**src/rtl/inst_fetch_reg.sv**
```systemverilog
// inst_fetch_reg: MOC-handshake instruction fetch feeding a 1-deep IR (2-deep when IR_PREFETCH_EN is defined).
module inst_fetch_reg #(
  parameter int                ADDR_W   = 32,
  parameter logic [ADDR_W-1:0] RESET_PC = '0
) (
  input  logic              clk,
  input  logic              rst_n,
  output logic              mem_rd,
  output logic [ADDR_W-1:0] mem_addr,
  input  logic [31:0]       mem_din,
  input  logic              moc,
  output logic [31:0]       ir_out,
  output logic              ir_valid,
  output logic [ADDR_W-1:0] pc_out,
  input  logic              ir_take,
  input  logic              pc_load,
  input  logic [ADDR_W-1:0] pc_target
);
`ifdef IR_PREFETCH_EN
  localparam logic [1:0] D = 2'd2;
`else
  localparam logic [1:0] D = 2'd1;
`endif
  typedef enum logic [1:0] {IDLE, WAIT, DISCARD} state_t;
  state_t r_state, w_state_nx;
  logic [1:0] r_cnt, w_base, w_cnt_nx;
  logic [ADDR_W-1:0] r_fetch_pc, r_pend_pc, w_fetch_nx, w_tgt, r_pc0, w_pc0_nx;
  logic [31:0] r_ir0, w_ir0_nx;
  logic w_take, w_wr, w_orphan;
  assign w_tgt    = pc_target & ~ADDR_W'(3);
  assign w_take   = ir_take & (r_cnt != 2'd0);
  assign w_wr     = (r_state == WAIT) & moc & ~pc_load;
  assign w_orphan = pc_load & (r_state != IDLE) & ~moc;
  assign w_base   = r_cnt - {1'b0, w_take};
  assign w_cnt_nx = pc_load ? 2'd0 : w_base + {1'b0, w_wr};
  always_comb begin
    w_state_nx = (r_state == IDLE) ? ((!pc_load && w_base < D) ? WAIT : IDLE)
               : moc ? ((r_state == WAIT && !pc_load && w_cnt_nx < D) ? WAIT : IDLE)
               : pc_load ? DISCARD : r_state;
    // An orphaned request keeps its address on the bus; the target is parked until it completes.
    w_fetch_nx = w_orphan ? r_fetch_pc
               : pc_load ? w_tgt
               : (r_state == DISCARD && moc) ? r_pend_pc
               : w_wr ? r_fetch_pc + ADDR_W'(4) : r_fetch_pc;
  end
`ifdef IR_PREFETCH_EN
  logic [31:0] r_ir1;
  logic [ADDR_W-1:0] r_pc1;
  logic w_shift;
  assign w_shift  = w_take & (r_cnt == 2'd2);
  assign w_ir0_nx = (w_wr && w_base == 2'd0) ? mem_din : w_shift ? r_ir1 : r_ir0;
  assign w_pc0_nx = (w_wr && w_base == 2'd0) ? r_fetch_pc : w_shift ? r_pc1 : r_pc0;
  always_ff @(posedge clk or negedge rst_n)
    if (!rst_n) begin
      r_ir1 <= '0;
      r_pc1 <= RESET_PC;
    end else if (w_wr && w_base == 2'd1) begin
      r_ir1 <= mem_din;
      r_pc1 <= r_fetch_pc;
    end
`else
  assign w_ir0_nx = w_wr ? mem_din : r_ir0;
  assign w_pc0_nx = w_wr ? r_fetch_pc : r_pc0;
`endif
  always_ff @(posedge clk or negedge rst_n)
    if (!rst_n) begin
      r_state    <= IDLE;
      r_cnt      <= 2'd0;
      r_fetch_pc <= RESET_PC;
      r_pend_pc  <= RESET_PC;
      r_ir0      <= '0;
      r_pc0      <= RESET_PC;
    end else begin
      r_state    <= w_state_nx;
      r_cnt      <= w_cnt_nx;
      r_fetch_pc <= w_fetch_nx;
      r_pend_pc  <= w_orphan ? w_tgt : r_pend_pc;
      r_ir0      <= w_ir0_nx;
      r_pc0      <= w_pc0_nx;
    end
  assign mem_rd   = r_state != IDLE;
  assign mem_addr = r_fetch_pc;
  assign ir_out   = r_ir0;
  assign pc_out   = r_pc0;
  assign ir_valid = r_cnt != 2'd0;
endmodule
```
**config.mk**
```make
export PLATFORM = sky130hd
export DESIGN_NAME = inst_fetch_reg
export DESIGN_NICKNAME = d
export VERILOG_FILES = /design/src/rtl/inst_fetch_reg.sv
export SDC_FILE = /design/constraint.sdc
export NUM_CORES = 1
export LEC_CHECK = 0
export CAP_MARGIN = 15
export CORE_AREA = 3 3 113 115
export CTS_CLUSTER_DIAMETER = 100
export CTS_CLUSTER_SIZE = 20
export DETAILED_ROUTE_END_ITERATION = 8
export DIE_AREA = 0 0 116 118
export PLACE_DENSITY = 0.93
export SKIP_CTS_REPAIR_TIMING = 1
export SLEW_MARGIN = 20
export SYNTH_ARGS = -nofsm -noshare
export SYNTH_HDL_FRONTEND = slang
export SYNTH_SLANG_ARGS = --single-unit
```
**constraint.sdc**
```tcl
create_clock -name clk -period 3.7 [get_ports clk]
set_clock_uncertainty 0.2 [all_clocks]
set_input_delay 0.925 -clock clk [delete_from_list [all_inputs] [get_ports clk]]
set_output_delay 0.925 -clock clk [all_outputs]
set_load 0.01 [all_outputs]
```
# Word level (Yosys, flattened, before mapping)
# Cells that the tools add are included.
[totals] out_inout_bits=98 ff_bits=130 wordCells=41
[classes] reduce_logical=11 n_eq_ne=2 mux=9 order_cmp=2 addsub=3 n_bitwise=8
[op_table] cell="$mux 32" count=3
[op_table] cell="$add 32x3->32 const B" count=1
[op_table] cell="$mux 2" count=4
[op_table] cell="$reduce_bool 3->1" count=2
[op_table] cell="$and 1x1->1" count=5
[op_table] cell="$logic_and 1x1->1" count=4
[op_table] cell="$lt 2x1->1 const B" count=2
[op_table] cell="$reduce_bool 2->1" count=2
[op_table] cell="$not 1->1" count=3
[op_table] cell="$add 2x1->2" count=1
[op_table] cell="$eq 2x1->1 const B" count=1
[op_table] cell="$eq 2x2->1 const B" count=1
[op_table] cell="$logic_not 2->1" count=1
[op_table] cell="$mux 1" count=2
[op_table] cell="$reduce_and 2->1" count=1
[op_table] cell="$sub 2x1->2" count=1
[op_table] cell="$logic_not 1->1" count=1

# Longest topological paths before layout
# Gate-level depths: netlist of the first run.
[logic_depth] depth_word=10 depth_mapped=10

# Least setup slack after synthesis of the first run
# No wires, ideal clock.
[synth_path] path_kind="input to register" start="input moc" end="register r_state[0]" setup_ps=86 arrival_time_ps=2516 stages=9 required_time_ps=3414 slack_ps=898 path_cell_list="nor2b_1 nand2_1 inv_2 clkbuf_1 ha_1 xnor2_1 nor2_1 o311a_1 nor3_1"
[synth_between] elab_chain_len=9 word_cells_on_any_way=10 classes_between="add/sub (1); order compare (1); mux (4); bitwise (2); reduce/logical (2)"
[synth_rtl] element="from (decl)" line="11" rtl="input logic moc,"
[synth_rtl] element="$and 1x1->1 (2 in series)" line="32" rtl="assign w_wr = (r_state == WAIT) & moc & ~pc_load;"
[synth_rtl] element="$add 2x1->2" line="35" rtl="assign w_cnt_nx = pc_load ? 2'd0 : w_base + {1'b0, w_wr};"
[synth_rtl] element="$mux 2" line="35"
[synth_rtl] element="via w_cnt_nx[1]" line="26" rtl="logic [1:0] r_cnt, w_base, w_cnt_nx;"
[synth_rtl] element="$lt 2x1->1" line="38" rtl=": moc ? ((r_state == WAIT && !pc_load && w_cnt_nx < D) ? WAIT : IDLE)"
[synth_rtl] element="$logic_and 1x1->1" line="38"
[synth_rtl] element="$mux 1" line="38"
[synth_rtl] element="$mux 2" line="38"
[synth_rtl] element="$mux 2" line="37" rtl="w_state_nx = (r_state == IDLE) ? ((!pc_load && w_base < D) ? WAIT : IDLE)"
[synth_rtl] element="to (signal assigned)" line="74" rtl="r_state <= w_state_nx;"
[synth_rtl] element="to (decl)" line="25" rtl="state_t r_state, w_state_nx;"
# The timed path passes the listed nets, and every way through them passes these cells.
# A chain may end at the register's enable or synchronous reset.

# Final worst setup path of the first run
[layout_path] start="input moc" end="register r_fetch_pc[21], in the netlist mem_addr[21]"
[layout_between] elab_chain_len=4 word_cells_on_any_way=10 classes_between="mux (2); bitwise (5); reduce/logical (3)"
[layout_rtl] element="$and 1x1->1 or $not 1->1 (tied branches)" line="32, 33"
[layout_rtl] element="$and 1x1->1 (on tied branches)" line="32, 33"
[layout_rtl] element="$reduce_bool 3->1 (no line) or $not 1->1 (tied branches)"
[layout_rtl] element="$reduce_and 2->1 (no line)"
[layout_rtl] element="to (signal assigned)" line="76" rtl="r_fetch_pc <= w_fetch_nx;"
[layout_rtl] element="to (decl)" line="27" rtl="logic [ADDR_W-1:0] r_fetch_pc, r_pend_pc, w_fetch_nx, w_tgt, r_pc0, w_pc0_nx;"
# Parallel ways exist; a longest one is shown, timed or not.

==> run metrics, run 1 <==
outcome=completed; count of final hold-check violations=0; core area=11900 sq um; max incr delay on CP=0.68 ns; Crit Path Category=in -> reg; RR Startpoint=mem_addr[12]; Worst R2R Setup Slack=1.17 ns; WP data required=3.84 ns; Num CTS Buffers=17; DIE HEIGHT=118 um; setup TNS=0 ns; Worst path slowest cell=clkdlybuf4s50_1; Post-synth EDFFs=0; Worst-Margin Slew=0.824 ns; Worst R2R Path Depth=5; I/O Buffers=160; post-route cell area=8330 sq um; sw frac=34.7%; Synth Area in Adders=0.625%; I/O pin total=167; CTS tree=done; routed wire length=17.4 mm; share of layout cells above drive strength 1=10.2%; Fmax achieved=334 MHz; wire length per cell=17.9 um; clock root cell=clkbuf_16; first-pass GRT wire length=27.7 mm; largest family of logic cells by synthesized area=simple AND/OR/NAND/NOR gates; Cell Area, Synth=6010 sq um; Lkg Pwr=3.76 nW; family with the most delay on the worst path=buffers and inverters; H-tree depth=4; RSZ-0062 raised after global routing=false; detailed-placement wirelength estimate=12.1 mm; Synth Flop Type=dfrtp_1; xor and xnor area share after synthesis=2.04%; maximum vdd drop=453 uV; Post-Syn Instances=659; Startpoint Class=primary input; Synth Warn #=0; Compound-Gate Fraction of Synth Area=10.4%; Max Slew Vio Count=0; GRT overflow=0; hold crit path type=in -> async; initial antenna violation count=0; crit-path cells=clkdlybuf4s50_1 > nor2b_1 > nand2_2 > inv_2 > buf_4 > nand2_1 > mux2_2 > nand4_1; drt drc=0; Seq pwr share=37.9%; Total Die Area=13700 sq um; syn_area_per_cell=9.12 sq um; final-report setup violation count=0; Antenna Cells=0; unique cell type count in the Yosys netlist=51; Iteration-0 DRC Markers=455; ys async rst share=100%; Comb pwr share=39.3%; Die X=116 um; largest net degree at the start of global routing=70; CTS max path bufs=2; Pwr Density=848 nW/um^2; clk sinks=126; Int Pwr=4.61 mW; Clk pwr share=22.8%; Simple-Gate Fraction of Synth Area=23.5%; Sw Pwr=2.45 mW; crit path capture type=flip-flop; crit-path max FO=48; Min Clock Period, post-route=2.99 ns; Critical R2R Capture=mem_addr[31]; Area Growth Syn to Fin=38.6%; Slew headroom=45.1%; worst hold slack=0.254 ns; GRT Util Overall=25.5%; post-synthesis sequential area ratio=52.5%; Max-Cap Viols=0; drt pass-1 iters=5; Area after DPL=7740 sq um; DRT antenna net count=0; flops & latches, synth=126; CTS clk-pin slew, worst paths=0.05 ns; vias in the first global route=5483; Initial Util=50.5%; worst skew pair latency=0.40 ns; Nets=887; row count=40; total number of vias=5507; CP arrival=3.13 ns; mux cell area share after synthesis=6.97%; fin crit share=80.9%; vias per inst=5.65; Routability Congestion=0.855; CP Buf/Inv Count=3; Tot Pwr=7.06 mW
## synth_stat cells (all sizes together) (4+ instances only)
cell type    n  area [sq um]
nand2      222           833
dfrtp      126          3150
o21ai       37           185
mux2        31           349
clkbuf      24          91.3
nor2        24          90.1
a21oi       23           115
buf         18           101
nand3       17          85.1
nand4       14          87.6
inv         11          41.3
and3        10          62.6
xnor2        9          78.8
a221o        7          70.1
mux2i        7          70.1
nor3         6          30.0
a211oi       5          37.5
nor2b        5          31.3
nor4         5          37.5
o211ai       5          37.5
xor2         5          43.8
a31oi        4          25.0
and2         4          25.0
and4         4          35.0
nand2b       4          25.0
## worst max-delay path by stage
stage                        end  slack, ns  cells after the start  start
floorplan             r_state[0]       0.90                      9    moc
global placement    mem_addr[21]       0.36                      8    moc
detailed placement  mem_addr[21]       0.32                      8    moc
CTS                 mem_addr[21]       0.74                      8    moc
global route        mem_addr[21]       0.48                      8    moc
finish              mem_addr[21]       0.71                      8    moc
## flip-flops by register name, indices dropped and copies added, names as in the netlist
register   count
ir_out        32
mem_addr      30
pc_out        30
r_pend_pc     30
r_cnt          2
r_state        2
## routing by layer
| metal | global-route usage [%] | vias to the layer above | share of wire, % |
|---|---|---|---|
| met3 | 6.63 | 36 | 8.4 |
| li1 | - | 2537 | - |
| met1 | 31.9 | 2669 | 40 |
| met2 | 41.8 | 265 | 49 |
| met5 | 0 | - | 0 |
| met4 | 10.5 | 0 | 2.4 |
## stage by stage
step,worst slack [ns],utilization [%],cells
detailed placement,0.315,65.0,943
global placement,0.361,65.0,943
floorplan,0.898,-,662
CTS,0.744,69.9,974
finish,0.708,69.9,974
global route,0.485,69.9,974
## kinds of logic (layout without fill, tap and decap cells)
logic type               count (synthesis)  in the layout
adder cells (fa/ha/maj)                  3              3
AO/OA/AOI/OAI                           99             99
flip-flops                             126            126
other                                    1              4
buffers and inverters                   53            218
multiplexers                            38             38
AND/OR/NAND/NOR                        325            325
XOR/XNOR                                14             14
## cell usage in the layout, fill, tap and decap left out, types with 5 or more instances in the layout
master           count
inv_1               10
nand3_1             17
nand2_1            221
xnor2_1              9
clkbuf_8             7
xor2_1               5
nor2_1              24
clkdlybuf4s50_1    159
nand4_1             14
nor2b_1              5
buf_4               16
dfrtp_1            126
a221o_1              7
mux2i_1              7
o21ai_0             37
and3_1              10
mux2_2              31
nor3_1               5
clkbuf_16           17
a21oi_1             22
a211oi_1             5
o211ai_1             5
## cell type report
cell class	instances	area, sq um
clock buffers	27	533
clock inverters	4	50.0
fillers	859	3580
inverters	11	41.3
multi-input cells	483	2650
flip-flops and latches	126	3150
well taps	147	184
repair buffers	176	1720
## power by group through the flow
stage          sequential (mW)  combinational [mW]  clock, mW
2_1_floorplan             2.74                1.15          0
3_3_place_gp              2.63                2.69          0
3_5_place_dp              2.67                2.77          0
4_1_cts                   2.66                2.79       1.63
5_1_grt                   2.77                3.03       1.70
6_report                  2.68                2.78       1.61
No activity file was read; power rests on OpenSTA's default activity.
==> run 2, diff against run 1 <==
CORE_AREA = 3 3 116 118   (was 3 3 113 115)
DIE_AREA = 0 0 119 121   (was 0 0 116 118)
PLACE_DENSITY = 0.89   (was 0.93)
clock period = 2.85 ns   (was 3.7 ns; I/O delays follow)
==> run 2 against run 1 <==
Sequential power rose by 27%. Wire length barely moved. Hold slack got worse by 0.18 ns. Largest cell class unchanged. Highest routed layer unchanged.
==> run metrics, run 2 (synthesis results as in run 1) <==
Num CTS Buffers=17 (unchanged); fin crit share=94.8%; share of layout cells above drive strength 1=11.3% (+1.2 points); CTS clk-pin slew, worst paths=0.05 ns (about the same); hold crit path type=in -> async; DP Worst Slack=0.104 ns (-0.211 ns); vias in the first global route=5553 (+1.3%); Startpoint Class=flip-flop; CP arrival=1.79 ns (-1.34 ns); detailed-placement wirelength estimate=12.2 mm (+1.4%); clk sinks=126 (unchanged); WP data required=1.94 ns (-1.90 ns); Pwr Density=1080 nW/um^2 (+28%); DIE HEIGHT=121 um (+2.5%); setup TNS=0 ns (unchanged); commonest non-fill, non-tap cell in the layout=nand2_1; count of final hold-check violations=0 (unchanged); Area after DPL=7930 sq um (+2.5%); Iteration-0 DRC Markers=501 (+10%); final-report setup violation count=0 (unchanged); largest net degree at the start of global routing=70 (unchanged); Crit Path Category=reg -> out; worst skew pair latency=0.41 ns (about the same); crit-path cells=or2_2 > clkdlybuf4s50_1; Finished Core Util=67.4% (-2.5 points); DRT antenna net count=0 (unchanged); worst hold slack=0.0761 ns (-0.178 ns); setup ws final=0.148 ns (-0.560 ns); Lkg Pwr=3.85 nW (+2.2%); Die X=119 um (+2.6%); clock root cell=clkbuf_16; Worst path slowest cell=dfrtp_1; total number of vias=5546 (+0.71%); vias per inst=5.49 (-3.0%); Fmax achieved=370 MHz; initial antenna violation count=0 (unchanged); RR Startpoint=mem_addr[13]; GRT Util Overall=24.7% (-0.82 points); drt drc=0 (unchanged); Min Clock Period, post-route=2.70 ns; Initial Util=47.8% (-2.6 points); Max-Cap Viols=0 (unchanged); CP Launch Point=r_state[0]; RSZ-0062 raised after global routing=false; I/O Buffers=160 (unchanged); Antenna Cells=0 (unchanged); routed wire length=17.4 mm (about the same); first-pass GRT wire length=28.0 mm (+1.1%); Area Growth Syn to Fin=41.1%; Nets=899 (+1.4%); drt pass-1 iters=5 (unchanged); CTS max path bufs=2 (unchanged); outcome=completed; maximum vdd drop=579 uV (+28%); crit path capture type=output port; CTS tree=done; GRT overflow=0 (unchanged); row count=41 (+2.5%); Slew headroom=54.7% (+9.7 points); max incr delay on CP=0.50 ns (-0.18 ns); Worst-Margin Slew=0.673 ns (-0.151 ns); Total Die Area=14400 sq um (+5.2%); Routability Congestion=0.877 (+2.6%); Max Slew Vio Count=0 (unchanged); H-tree depth=4 (unchanged); core area=12600 sq um (+5.5%); wire length per cell=17.2 um (-3.6%); max reg flops=32 (unchanged); post-route cell area=8480 sq um (+1.8%); most frequent cells in the layout=nand2_1, clkdlybuf4s50_1, dfrtp_1; I/O pin total=167 (unchanged); crit-path max FO=12 (-75%)
==> run 2: cell count changes in the layout (fill, tap and decap cells not counted), moves of 2 or more <==
cell,delta
clkbuf_8,-4
buf_12,+6
clkinv_2,+6
buf_4,+7
clkinvlp_4,-2
==> run 2: worst paths after layout <==
path	end	slack (ns)	cells after the start
min in group clk	ir_out[10]	0.27	2
worst min register to register	ir_out[10]	0.27	2
max in group asynchronous	ir_out[24]	1.59	2
worst max register to register	mem_addr[31]	0.47	5
worst max-delay path	mem_rd	0.15	2
worst min-delay path	pc_out[27]	0.08	1
==> run 2: area by class of cell <==
| cell class | count | area, sq um |
|---|---|---|
| fill | 967 | 4090 |
| sequential | 126 | 3150 |
| multi-input combinational | 483 | 2640 |
| timing repair buffer | 188 | 1880 |
| clock buffer | 23 | 478 |
| tap | 172 | 215 |
| clock inverter | 8 | 65.1 |
| inverter | 11 | 41.3 |
==> run 2: critical path: cells and delay by family, from the launching register on <==
kind          cells  cell delay (ns)
flops             1             0.50
buf+inv           1             0.50
simple gates      1             0.38
==> run 2: stage by stage <==
stage | instances | power [mW]
5_1_grt | 1011 | 9.73
6_report | 1011 | 9.17
3_5_place_dp | 980 | 7.18
2_1_floorplan | 662 | 5.05
3_3_place_gp | 980 | 7.03
4_1_cts | 1011 | 9.21
==> run 2: power by group <==
part           switching [mW]  internal (mW)  total, mW
Combinational            1.71           2.05       3.77
Clock                   0.740           1.25       1.99
Sequential              0.752           2.66       3.41
==> run 2: metal layers <==
| layer | up-vias | part of all wire (%) | global-route usage (%) |
|---|---|---|---|
| met5 | - | 0 | 0 |
| met4 | 0 | 2.2 | 9.56 |
| met3 | 42 | 9.3 | 7.93 |
| met2 | 272 | 48 | 41.6 |
| met1 | 2652 | 40 | 29.6 |
| li1 | 2580 | - | - |
==> run 3, diff against run 2 <==
SETUP_SLACK_MARGIN = 0.3   (was default)
==> run 3 against run 2 <==
Total power up 4.6%. First-iteration DRC count up 11%. Sequential power up 1%. Global-route usage rose by 0.81 points. Utilization rose by 1.1 points. Wire length rose by 3.8%. Non-clock buffer count rose by 6. Combinational power about the same. Critical path type unchanged.
==> run metrics, run 3 (synthesis results as in run 1) <==
vias in the first global route=5619 (+1.2%); total number of vias=5579 (+0.60%); Max-Cap Viols=0 (unchanged); family with the most delay on the worst path=buffers and inverters; CP Buf/Inv Count=1 (unchanged); Total Die Area=14400 sq um (unchanged); wire length per cell=17.8 um (+3.1%); largest net degree at the start of global routing=70 (unchanged); maximum vdd drop=665 uV (+15%); multi-input logic area=2640 sq um (unchanged); fin crit share=86.3% (-8.5 points); Lkg Pwr=3.94 nW (+2.4%); row count=41 (unchanged); Tot Pwr=9.59 mW (+4.6%); core area=12600 sq um (unchanged); crit-path cells=clkdlybuf4s50_1; Critical R2R Capture=mem_addr[29]; drt pass-1 iters=5 (unchanged); sw frac=34.3% (-0.67 points); Layout fillers=931 (-3.7%); Clk pwr share=24.4% (+2.7 points); Antenna Cells=0 (unchanged); Initial Util=47.8% (unchanged); Comb pwr share=39.7% (-1.4 points); RR Startpoint=mem_addr[4]; CP arrival=1.55 ns (-0.24 ns); hold crit path type=in -> async; Die X=119 um (unchanged); first-pass GRT wire length=28.8 mm (+2.7%); detailed-placement wirelength estimate=12.6 mm (+2.8%); CTS max path bufs=2 (unchanged); Num CTS Buffers=17 (unchanged); Routability Congestion=0.893 (+1.8%); Sw Pwr=3.29 mW (+2.6%); final-report setup violation count=0 (unchanged); worst skew pair latency=0.41 ns (about the same); most frequent cells in the layout=nand2_1, clkdlybuf4s50_1, dfrtp_1; WP data required=1.94 ns (about the same); Worst path slowest cell=clkdlybuf4s50_1; Startpoint Class=flip-flop; GRT overflow=0 (unchanged); Slew headroom=60.0% (+5.3 points); H-tree depth=4 (unchanged); clock root cell=clkbuf_16; commonest non-fill, non-tap cell in the layout=nand2_1; Fmax achieved=406 MHz (+9.8%); share of layout cells above drive strength 1=12.6% (+1.3 points); Int Pwr=6.31 mW (+5.7%); CTS clk-pin slew, worst paths=0.05 ns (about the same); vias per inst=5.48 (about the same); CTS tree=done; clk sinks=126 (unchanged); initial antenna violation count=0 (unchanged); Area Growth Syn to Fin=43.4%; routed wire length=18.1 mm (+3.8%); Iteration-0 DRC Markers=557 (+11%); count of final hold-check violations=0 (unchanged); DIE HEIGHT=121 um (unchanged); max reg flops=32 (unchanged); FF+latch area=3160 sq um (+0.12%); RSZ-0062 raised after global routing=false; Finished Core Util=68.6% (+1.1 points); Worst-Margin Slew=0.595 ns (-0.0778 ns); setup TNS=0 ns (unchanged); crit-path max FO=8 (-4); drt drc=0 (unchanged); outcome=completed; Pwr Density=1110 nW/um^2 (+2.9%); Seq pwr share=35.9% (-1.3 points); Max Slew Vio Count=0 (unchanged); crit path capture type=output port; Crit Path Category=reg -> out; Nets=905 (+0.67%); Worst R2R Setup Slack=0.41 ns (-0.06 ns); GRT Util Overall=25.5% (+0.81 points); Worst R2R Path Depth=5 (unchanged); I/O Buffers=160 (unchanged); I/O pin total=167 (unchanged); DRT antenna net count=0 (unchanged); max incr delay on CP=0.61 ns (+0.11 ns); Min Clock Period, post-route=2.46 ns (-0.241 ns); worst hold slack=0.0720 ns (-0.00402 ns)
[run 3: changes by cell type in the layout (fill, tap and decap cells not counted), moves of 3 or more]
cell / change
dfrtp_1: -3
dfrtp_2: +3
clkinv_2: -5
bufinv_16: +3
dlymetal6s2s_1: +3
buf_4: +8
clkdlybuf4s50_1: -3
[run 3: layout make-up]
type,count,area share [%]
clock buffer,23,5.78
multi-input combinational,483,30.6
inverter,11,0.479
timing repair buffer,194,22.2
sequential,126,36.6
tap,172,2.50
clock inverter,9,1.80
[run 3: metal layers]
metal	wire, um	vias up	track usage [%]
met5	0	-	0
met4	388	0	8.54
met3	1740	40	9.84
met2	8690	305	42.1
met1	7280	2644	30.8
li1	-	2590	-
[run 3: how the worst max path moves through the flow]
| stage | to | slack (ns) | from | depth (start not counted) |
|---|---|---|---|---|
| finish | mem_addr[13] | 0.39 | mem_addr[13] | 1 |
| global placement | r_state[0] | 0.04 | pc_load | 9 |
| global route | r_state[0] | 0.31 | moc | 9 |
| CTS | mem_rd | 0.12 | r_state[0] | 2 |
| floorplan | r_state[0] | 0.37 | moc | 9 |
| detailed placement | r_state[0] | 0.01 | pc_load | 9 |
[run 3: stage by stage]
stage                     instances  instance area, sq um  setup WS, ns
after global routing           1018                  8620         0.309
after global placement          985                  7950        0.0370
after detailed placement        985                  7950        0.0124
after CTS                      1017                  8600         0.124
final                          1018                  8620         0.389
after floorplan                 662                  6020         0.375
[run 3: power by group through the flow]
stage	clock, mW	combinational, mW	sequential (mW)
after floorplan	0	1.50	3.55
after global placement	0	3.66	3.39
after detailed placement	0	3.75	3.44
after CTS	2.38	3.81	3.43
after global routing	2.47	4.12	3.56
final	2.34	3.80	3.45
